`src/rtl/pll_reset_sequencer_if.sv`:
```
// Connection bundle between the PLL reset sequencer and its surroundings.
//
// Signals:
//   locked          - PLL LOCKED pin, asynchronous to the sequencer clock
//   relock_req      - single-cycle request to restart the PLL reset sequence
//   pll_rst         - drives the PLL RST pin, active high
//   sys_rst         - synchronous reset for downstream logic, active high
//   ready           - high only while the PLL is locked and stable (RUN)
//   lock_loss_count - saturating count of lock losses seen while running
//   timeout_count   - saturating count of lock-wait timeouts
//
// master: the sequencer side. slave: the PLL / test-top side.
interface pll_reset_sequencer_if #(
    parameter int CNT_W = 8
);
    logic             locked;
    logic             relock_req;
    logic             pll_rst;
    logic             sys_rst;
    logic             ready;
    logic [CNT_W-1:0] lock_loss_count;
    logic [CNT_W-1:0] timeout_count;

    modport master (
        input  locked,
        input  relock_req,
        output pll_rst,
        output sys_rst,
        output ready,
        output lock_loss_count,
        output timeout_count
    );

    modport slave (
        output locked,
        output relock_req,
        input  pll_rst,
        input  sys_rst,
        input  ready,
        input  lock_loss_count,
        input  timeout_count
    );
endinterface

```
`src/rtl/pll_reset_sequencer.sv`:
```
// PLL reset sequencer: pulses the PLL RST pin, waits for LOCKED, requires a
// run of consecutive locked cycles, then releases a synchronous system reset.
// Any lock loss in RUN or an explicit relock request starts a new attempt.
// Lock losses and lock-wait timeouts are counted in saturating counters.
//
// Ports:
//   clk       - PLL reference clock, the only clock
//   cpu_reset - synchronous active-high reset
//   bus       - master modport of pll_reset_sequencer_if (locked, relock_req
//               in; pll_rst, sys_rst, ready, lock_loss_count, timeout_count out)
module pll_reset_sequencer #(
    parameter int RST_CYCLES    = 16,
    parameter int LOCK_TIMEOUT  = 4096,
    parameter int STABLE_CYCLES = 64,
    parameter int CNT_W         = 8
) (
    input  logic                    clk,
    input  logic                    cpu_reset,
    pll_reset_sequencer_if.master   bus
);
    localparam int MAX_AB = (RST_CYCLES > LOCK_TIMEOUT) ? RST_CYCLES : LOCK_TIMEOUT;
    localparam int MAX_C  = (MAX_AB > STABLE_CYCLES) ? MAX_AB : STABLE_CYCLES;
    localparam int CYC_W  = (MAX_C > 1) ? $clog2(MAX_C) : 1;

    localparam logic [CYC_W-1:0] RST_LAST    = CYC_W'(RST_CYCLES - 1);
    localparam logic [CYC_W-1:0] TIMEOUT_LAST = CYC_W'(LOCK_TIMEOUT - 1);
    localparam logic [CYC_W-1:0] STABLE_LAST = CYC_W'(STABLE_CYCLES - 1);
    localparam logic [CNT_W-1:0] CNT_MAX     = '1;

    typedef enum logic [1:0] {
        RST_HOLD,
        WAIT_LOCK,
        STABLE,
        RUN
    } state_t;

    state_t           state;
    state_t           state_next;
    logic [CYC_W-1:0] cycle_cnt;
    logic             cnt_clear;
    logic             timeout_hit;
    logic             loss_hit;
    logic             locked_p0;
    logic             locked_p1;
    logic             locked_s;
    logic             pll_rst_p0;
    logic             sys_rst_p0;
    logic             ready_p0;
    logic [CNT_W-1:0] loss_cnt;
    logic [CNT_W-1:0] timeout_cnt;

    function automatic logic [CNT_W-1:0] sat_inc(input logic [CNT_W-1:0] v);
        return (v == CNT_MAX) ? v : v + CNT_W'(1);
    endfunction

    assign locked_s = locked_p1;

    // Next-state decode; relock_req overrides every other transition.
    always_comb begin
        state_next  = state;
        cnt_clear   = 1'b0;
        timeout_hit = 1'b0;
        loss_hit    = 1'b0;
        if (bus.relock_req) begin
            state_next = RST_HOLD;
            cnt_clear  = 1'b1;
        end else begin
            case (state)
                RST_HOLD: begin
                    if (cycle_cnt == RST_LAST) state_next = WAIT_LOCK;
                end
                WAIT_LOCK: begin
                    if (locked_s) begin
                        state_next = STABLE;
                    end else if (cycle_cnt == TIMEOUT_LAST) begin
                        state_next  = RST_HOLD;
                        timeout_hit = 1'b1;
                    end
                end
                STABLE: begin
                    if (!locked_s) state_next = WAIT_LOCK;
                    else if (cycle_cnt == STABLE_LAST) state_next = RUN;
                end
                RUN: begin
                    if (!locked_s) begin
                        state_next = RST_HOLD;
                        loss_hit   = 1'b1;
                    end
                end
                default: state_next = RST_HOLD;
            endcase
        end
        if (state_next != state) cnt_clear = 1'b1;
    end

    // Register stage: synchronizer, state, cycle counter, event counters and
    // outputs decoded from state_next so they switch on the same edge as state.
    always_ff @(posedge clk) begin
        if (cpu_reset) begin
            state       <= RST_HOLD;
            cycle_cnt   <= '0;
            locked_p0   <= 1'b0;
            locked_p1   <= 1'b0;
            loss_cnt    <= '0;
            timeout_cnt <= '0;
            pll_rst_p0  <= 1'b1;
            sys_rst_p0  <= 1'b1;
            ready_p0    <= 1'b0;
        end else begin
            state     <= state_next;
            locked_p0 <= bus.locked;
            locked_p1 <= locked_p0;
            // RUN has no timed exit, so the counter is parked there.
            if (cnt_clear) cycle_cnt <= '0;
            else if (state != RUN) cycle_cnt <= cycle_cnt + CYC_W'(1);
            if (timeout_hit) timeout_cnt <= sat_inc(timeout_cnt);
            if (loss_hit) loss_cnt <= sat_inc(loss_cnt);
            pll_rst_p0 <= (state_next == RST_HOLD);
            sys_rst_p0 <= (state_next != RUN);
            ready_p0   <= (state_next == RUN);
        end
    end

    assign bus.pll_rst         = pll_rst_p0;
    assign bus.sys_rst         = sys_rst_p0;
    assign bus.ready           = ready_p0;
    assign bus.lock_loss_count = loss_cnt;
    assign bus.timeout_count   = timeout_cnt;
endmodule

```
`src/flat_wrapper.sv`:
```
// flat-port wrapper written by rule: the top's interface ports become plain ports
module pll_reset_sequencer_flat 
#(
    parameter int RST_CYCLES    = 16,
    parameter int LOCK_TIMEOUT  = 4096,
    parameter int STABLE_CYCLES = 64,
    parameter int CNT_W         = 8
)
  (clk, cpu_reset, bus_locked, bus_relock_req, bus_pll_rst, bus_sys_rst, bus_ready, bus_lock_loss_count, bus_timeout_count);
  pll_reset_sequencer_if #(.CNT_W(CNT_W)) bus_i ();
  input  logic clk;
  input  logic cpu_reset;
  input wire logic [$bits(bus_i.locked)-1:0] bus_locked;
  input wire logic [$bits(bus_i.relock_req)-1:0] bus_relock_req;
  output wire logic [$bits(bus_i.pll_rst)-1:0] bus_pll_rst;
  output wire logic [$bits(bus_i.sys_rst)-1:0] bus_sys_rst;
  output wire logic [$bits(bus_i.ready)-1:0] bus_ready;
  output wire logic [$bits(bus_i.lock_loss_count)-1:0] bus_lock_loss_count;
  output wire logic [$bits(bus_i.timeout_count)-1:0] bus_timeout_count;
  assign bus_i.locked = bus_locked;
  assign bus_i.relock_req = bus_relock_req;
  assign bus_pll_rst = bus_i.pll_rst;
  assign bus_sys_rst = bus_i.sys_rst;
  assign bus_ready = bus_i.ready;
  assign bus_lock_loss_count = bus_i.lock_loss_count;
  assign bus_timeout_count = bus_i.timeout_count;
  pll_reset_sequencer #(.RST_CYCLES(RST_CYCLES), .LOCK_TIMEOUT(LOCK_TIMEOUT), .STABLE_CYCLES(STABLE_CYCLES), .CNT_W(CNT_W)) u_core (.clk(clk), .cpu_reset(cpu_reset), .bus(bus_i));
endmodule
```
`config.mk`:
```
export PLATFORM = sky130hd
export DESIGN_NAME = pll_reset_sequencer_flat
export DESIGN_NICKNAME = d
export VERILOG_FILES = /design/src/rtl/pll_reset_sequencer_if.sv /design/src/rtl/pll_reset_sequencer.sv /design/src/flat_wrapper.sv
export SDC_FILE = /design/constraint.sdc
export NUM_CORES = 1
export LEC_CHECK = 0
export ABC_AREA = 1
export CAP_MARGIN = 20
export CORE_ASPECT_RATIO = 1.4
export CORE_UTILIZATION = 55
export CTS_BUF_LIST = sky130_fd_sc_hd__clkbuf_8
export DETAILED_ROUTE_END_ITERATION = 12
export GPL_TIMING_DRIVEN = 0
export PLACE_DENSITY = 0.8
export SLEW_MARGIN = 40
export SYNTH_ARGS = -nofsm -noshare
export SYNTH_HDL_FRONTEND = slang
export SYNTH_SLANG_ARGS = --single-unit
```
`constraint.sdc`:
```
create_clock -name clk -period 1.7 [get_ports clk]
set_input_delay 0.255 -clock clk [delete_from_list [all_inputs] [get_ports clk]]
set_output_delay 0.255 -clock clk [all_outputs]
set_load 0.05 [all_outputs]
```
==> results.md <==
- The flow ran to the end, and the final reports show no timing, DRC or antenna violations.
- The analysis attributes to cell leakage a power of 0.968 nW.
- The register-to-register setup slack is 0.12 ns.
- At the placement stage, the worst setup path has a slack of -0.175 ns.
- The count of pins over their slew limit was 0.
- The synthesized design contains 35 register bits.
- The number of global-route vias before repair came to ~1400.
- The post-synthesis net count is roughly 250.
- Traced cell by cell, the critical path runs through clkdlybuf4s50_1.
- The initial standard-cell utilization of the core is 0.588.
- The share of final-layout standard cells stronger than drive strength 1 is 0.177.
- In this run, CTS created clock tree buffers numbering 5.
- The clock-pin transition on the worst setup and hold timing paths is around 0.070 ns.
- The startpoint of the tightest hold check path is u_core.locked_p0.
- The area share of the largest cell type after synthesis is 0.410.
- The worst-case headroom to the max-slew limit is 0.671.
- The first routing iteration left 17 violations.
- In the final layout, the multi-input gates occupy a little over 900 um2.
- Dividing total power by cell area gives a power density of ~770 nW/um2.
- The signal arrival time at the worst endpoint is about 1.4 ns.
- Sorting the synthesized cells by how often they occur yields 53 x nand2_1, 35 x dfxtp_1, 34 x nor2_1, 27 x inv_1, 14 x a21oi_1.
- The final-layout worst hold slack is 0.417 ns.
- The clock arrives with a little over 0.006 ns of skew.
- Registers take slightly above 700 um2.
- The cell class contributing the biggest share of worst-path delay is buffers and inverters.
- The clock latency on the worst-skew pair is 0.29 ns.
- The maximum level of the CTS H-tree is 2.
- The minimum clock period is between 1.5 and 2 ns.
- The share of the cycle needed by the critical path after routing is 0.977.
- The cell with the most instances after synthesis is nand2_1.
- The post-synth design cell area is about 1700 um2.
- For this run, the share of the core covered by cells in the final layout is 0.743.
- The biggest fanout along the worst timing path is 1.
- Along the worst hold path, the cell count comes to 2.
- Setup violations remaining at the end of the flow were counted as 0.
- The ratio of routed vias to standard cells is about 5.1.
- The worst voltage drop across the vdd grid is between 0.6 and 0.7 mV.
- The global routing usage summed across all routing layers is 0.222.
- The initial antenna violation count was 0.
- The met2 routing resource usage after global routing is 0.399.
- Counting both buffers and inverters, the worst setup path holds a total of 1.
- The final routed wirelength across all metal layers is around 3500 um.
- The critical path in this run is classified as reg -> out.
- The slew of the pin with the lowest slew margin is 0.492 ns.
- The leading area contributor after synthesis is dfxtp_1.
- The reg-to-reg critical path startpoint is u_core.cycle_cnt[0].
- In this run, synthesis inferred 0 flip-flops with an integrated enable.
- The critical-path cell with the highest stage delay is clkdlybuf4s50_1.
- The total number of clock tree sinks is 35.
- The worst-case reg-to-reg path depth is 11.
- The delay of the slowest cell on the worst path is a little under 0.8 ns.
- The floorplan step set the die width to slightly below 50 um.
- The worst min-delay path endpoint is u_core.locked_p1.
- Static timing analysis puts the maximum clock frequency at about 0.60 GHz.
- The sum of overflow across all layers after global routing is 0.
- The share of the Yosys chip area taken by registers is 0.410.
- The tightest min-delay check is of the reg -> reg type.
- The share of async-settable or async-resettable flops after synthesis is 0.
- The total via count in the routed design is around 1600.
- In the global route stage, met1 resource usage came out at 0.236.
- The length of the first detailed-routing pass in iterations is 4.
- The signed area change from the synthesized netlist to the final layout is 26.2%.
- The critical path capture point type is a primary output.
- The buffer cell driving the clock tree root is clkbuf_8.
- The count of endpoints failing hold in the final timing report is 0.
- The congestion estimate from routability-driven global placement came to slightly above 0.8.
- The number of antenna diodes in the final layout is 0.
- The number of warnings printed during yosys synthesis is 0.
- In the synthesized netlist the dominant register cell turns out to be dfxtp_1.
- The worst setup margin is between 0.03 and 0.04 ns.
- Detailed placement finished with a half-perimeter wire length of between 2000 and 2500 um.
- The count of distinct cell types in the synthesized netlist is 25.
- The most utilized layer in the global route result is met2.
- The number of primary I/O pins is 23.
- The die covers between 3000 and 4000 um2.
- The number of design rule violations left after detail routing is 0.
- STA classifies the critical path startpoint as a flop.
- The final routed wire length divided by cell count is 11.3 um.
- For this run, global-route usage on met3 was measured as 0.0600.
- The start point of the critical path is u_core.bus.pll_rst.
- The maximum number of pins on one net before global-route repair is 12.
- The count of standard-cell rows is 23.
- In this run the standard cell core region covers between 2000 and 3000 um2.
- The TritonCTS clock tree is built.
- The data required time at the worst endpoint is 1.44 ns.
- The number of I/O port buffers is 22.
- Synthesis handed over a netlist of about 240 instances.
- The count of antenna-violating nets left after detailed routing is 0.
- A synthesized cell averages 7.19 um2.
- The endpoint of the lowest-slack register-to-register path is u_core.cycle_cnt[9].
- Setup repair after global routing could not meet its margin everywhere.
- In this run the vertical extent of the chip is 68.0 um.
- For this run, the post-layout net count is 277.
- The first-pass GRT wire length is ~5600 um.
- The longest clock path from root to sink contains 2 buffers.
- After synthesis, the cell types taking the most area are dfxtp_1 41%, nand2_1 12%, nor2_1 7.5%.
- The filler cells instantiated in the layout total about 230.
- The tool flagged a number of max-cap violations equal to 0.
-- worst max path at each step --
stage	to	cells after the start
6_report	bus_pll_rst	1
5_1_grt	u_core.cycle_cnt[7]	11
4_1_cts	bus_timeout_count[0]	1
3_5_place_dp	u_core.cycle_cnt[0]	8
3_3_place_gp	u_core.cycle_cnt[3]	8
2_1_floorplan	u_core.bus.lock_loss_count[1]	8
-- final cells by class --
type                    instances  area share
inverters                      30      0.0522
plain buffers                   2     0.00870
well taps                      37      0.0214
flip-flops and latches         35       0.329
clock inverters                 2      0.0162
clock buffers                   6      0.0383
repair buffers                 25       0.106
multi-input cells             171       0.428
-- worst register-to-register path: stages, from the launching register on --
cell and delay [ns]:
dfxtp_2 0.36, ha_2 0.19, nand2_2 0.10, nor2_4 0.11
nand2_2 0.10, nand2_1 0.08, nand2_1 0.06, nand2_1 0.10
nand2_1 0.07, nand3_2 0.10, buf_8 0.16, nor2_2 0.04
-- logic make-up (layout without fill, tap and decap cells) --
| logic type | Yosys count | after routing | share of synthesized area |
|---|---|---|---|
| buffers and inverters | 32 | 65 | 0.0746 |
| DFF | 35 | 35 | 0.410 |
| muxes | 1 | 1 | 0.00585 |
| AOI/OAI and AO/OA | 21 | 21 | 0.0644 |
| and+or+nand+nor | 130 | 130 | 0.342 |
| xor gates and xnor gates | 16 | 16 | 0.0819 |
| adders and majority gates | 3 | 3 | 0.0219 |
-- metal layers --
metal	share of wire	wire length (um)
met1	0.43	1480
met2	0.51	1780
met3	0.042	147
met4	0.019	65
met5	0	0
-- power by group --
group,internal [W],switching [W]
clock network,0.000474,0.000309
logic,0.0000179,0.0000271
registers,0.000824,0.00000416
total,0.00132,0.000341
-- per-stage QoR --
stage	cell area [um2]	instances	power, W	TNS, ns
final	2160	308	0.00166	0
after global routing	2160	308	0.00170	-0.0164
after CTS	2090	305	0.00167	0
after detailed placement	1980	297	0.000890	-2.31
after global placement	1980	297	0.000889	-2.31
after floorplan	1720	238	0.000872	0
-- sequential cells by signal (all words and copies together) (netlist names), 2 cells and up --
signal / count
u_core.cycle_cnt: 12
u_core.bus.lock_loss_count: 8
u_core.bus.timeout_count: 8
u_core.state: 2
-- timing repair --
item                       in CTS  in global routing
setup endpoints to repair      25                 22
hold buffers                    0                  0
setup buffers                   0                  3
hold endpoints to repair        0                  0
resized for setup              17                 14
pin swaps                       0                  1
-- cell usage in the layout, fill, tap and decap left out, types with 6 or more instances in the layout --
master and instances:
a21oi_1 13, clkbuf_8 6, dfxtp_1 27, dfxtp_2 8
dlygate4sd2_1 15, inv_1 27, nand2_1 51, nand3_1 12
nand4_1 8, nor2_1 32, nor2_2 12, xor2_1 11
Note: power is estimated with default switching activity, not from simulation.
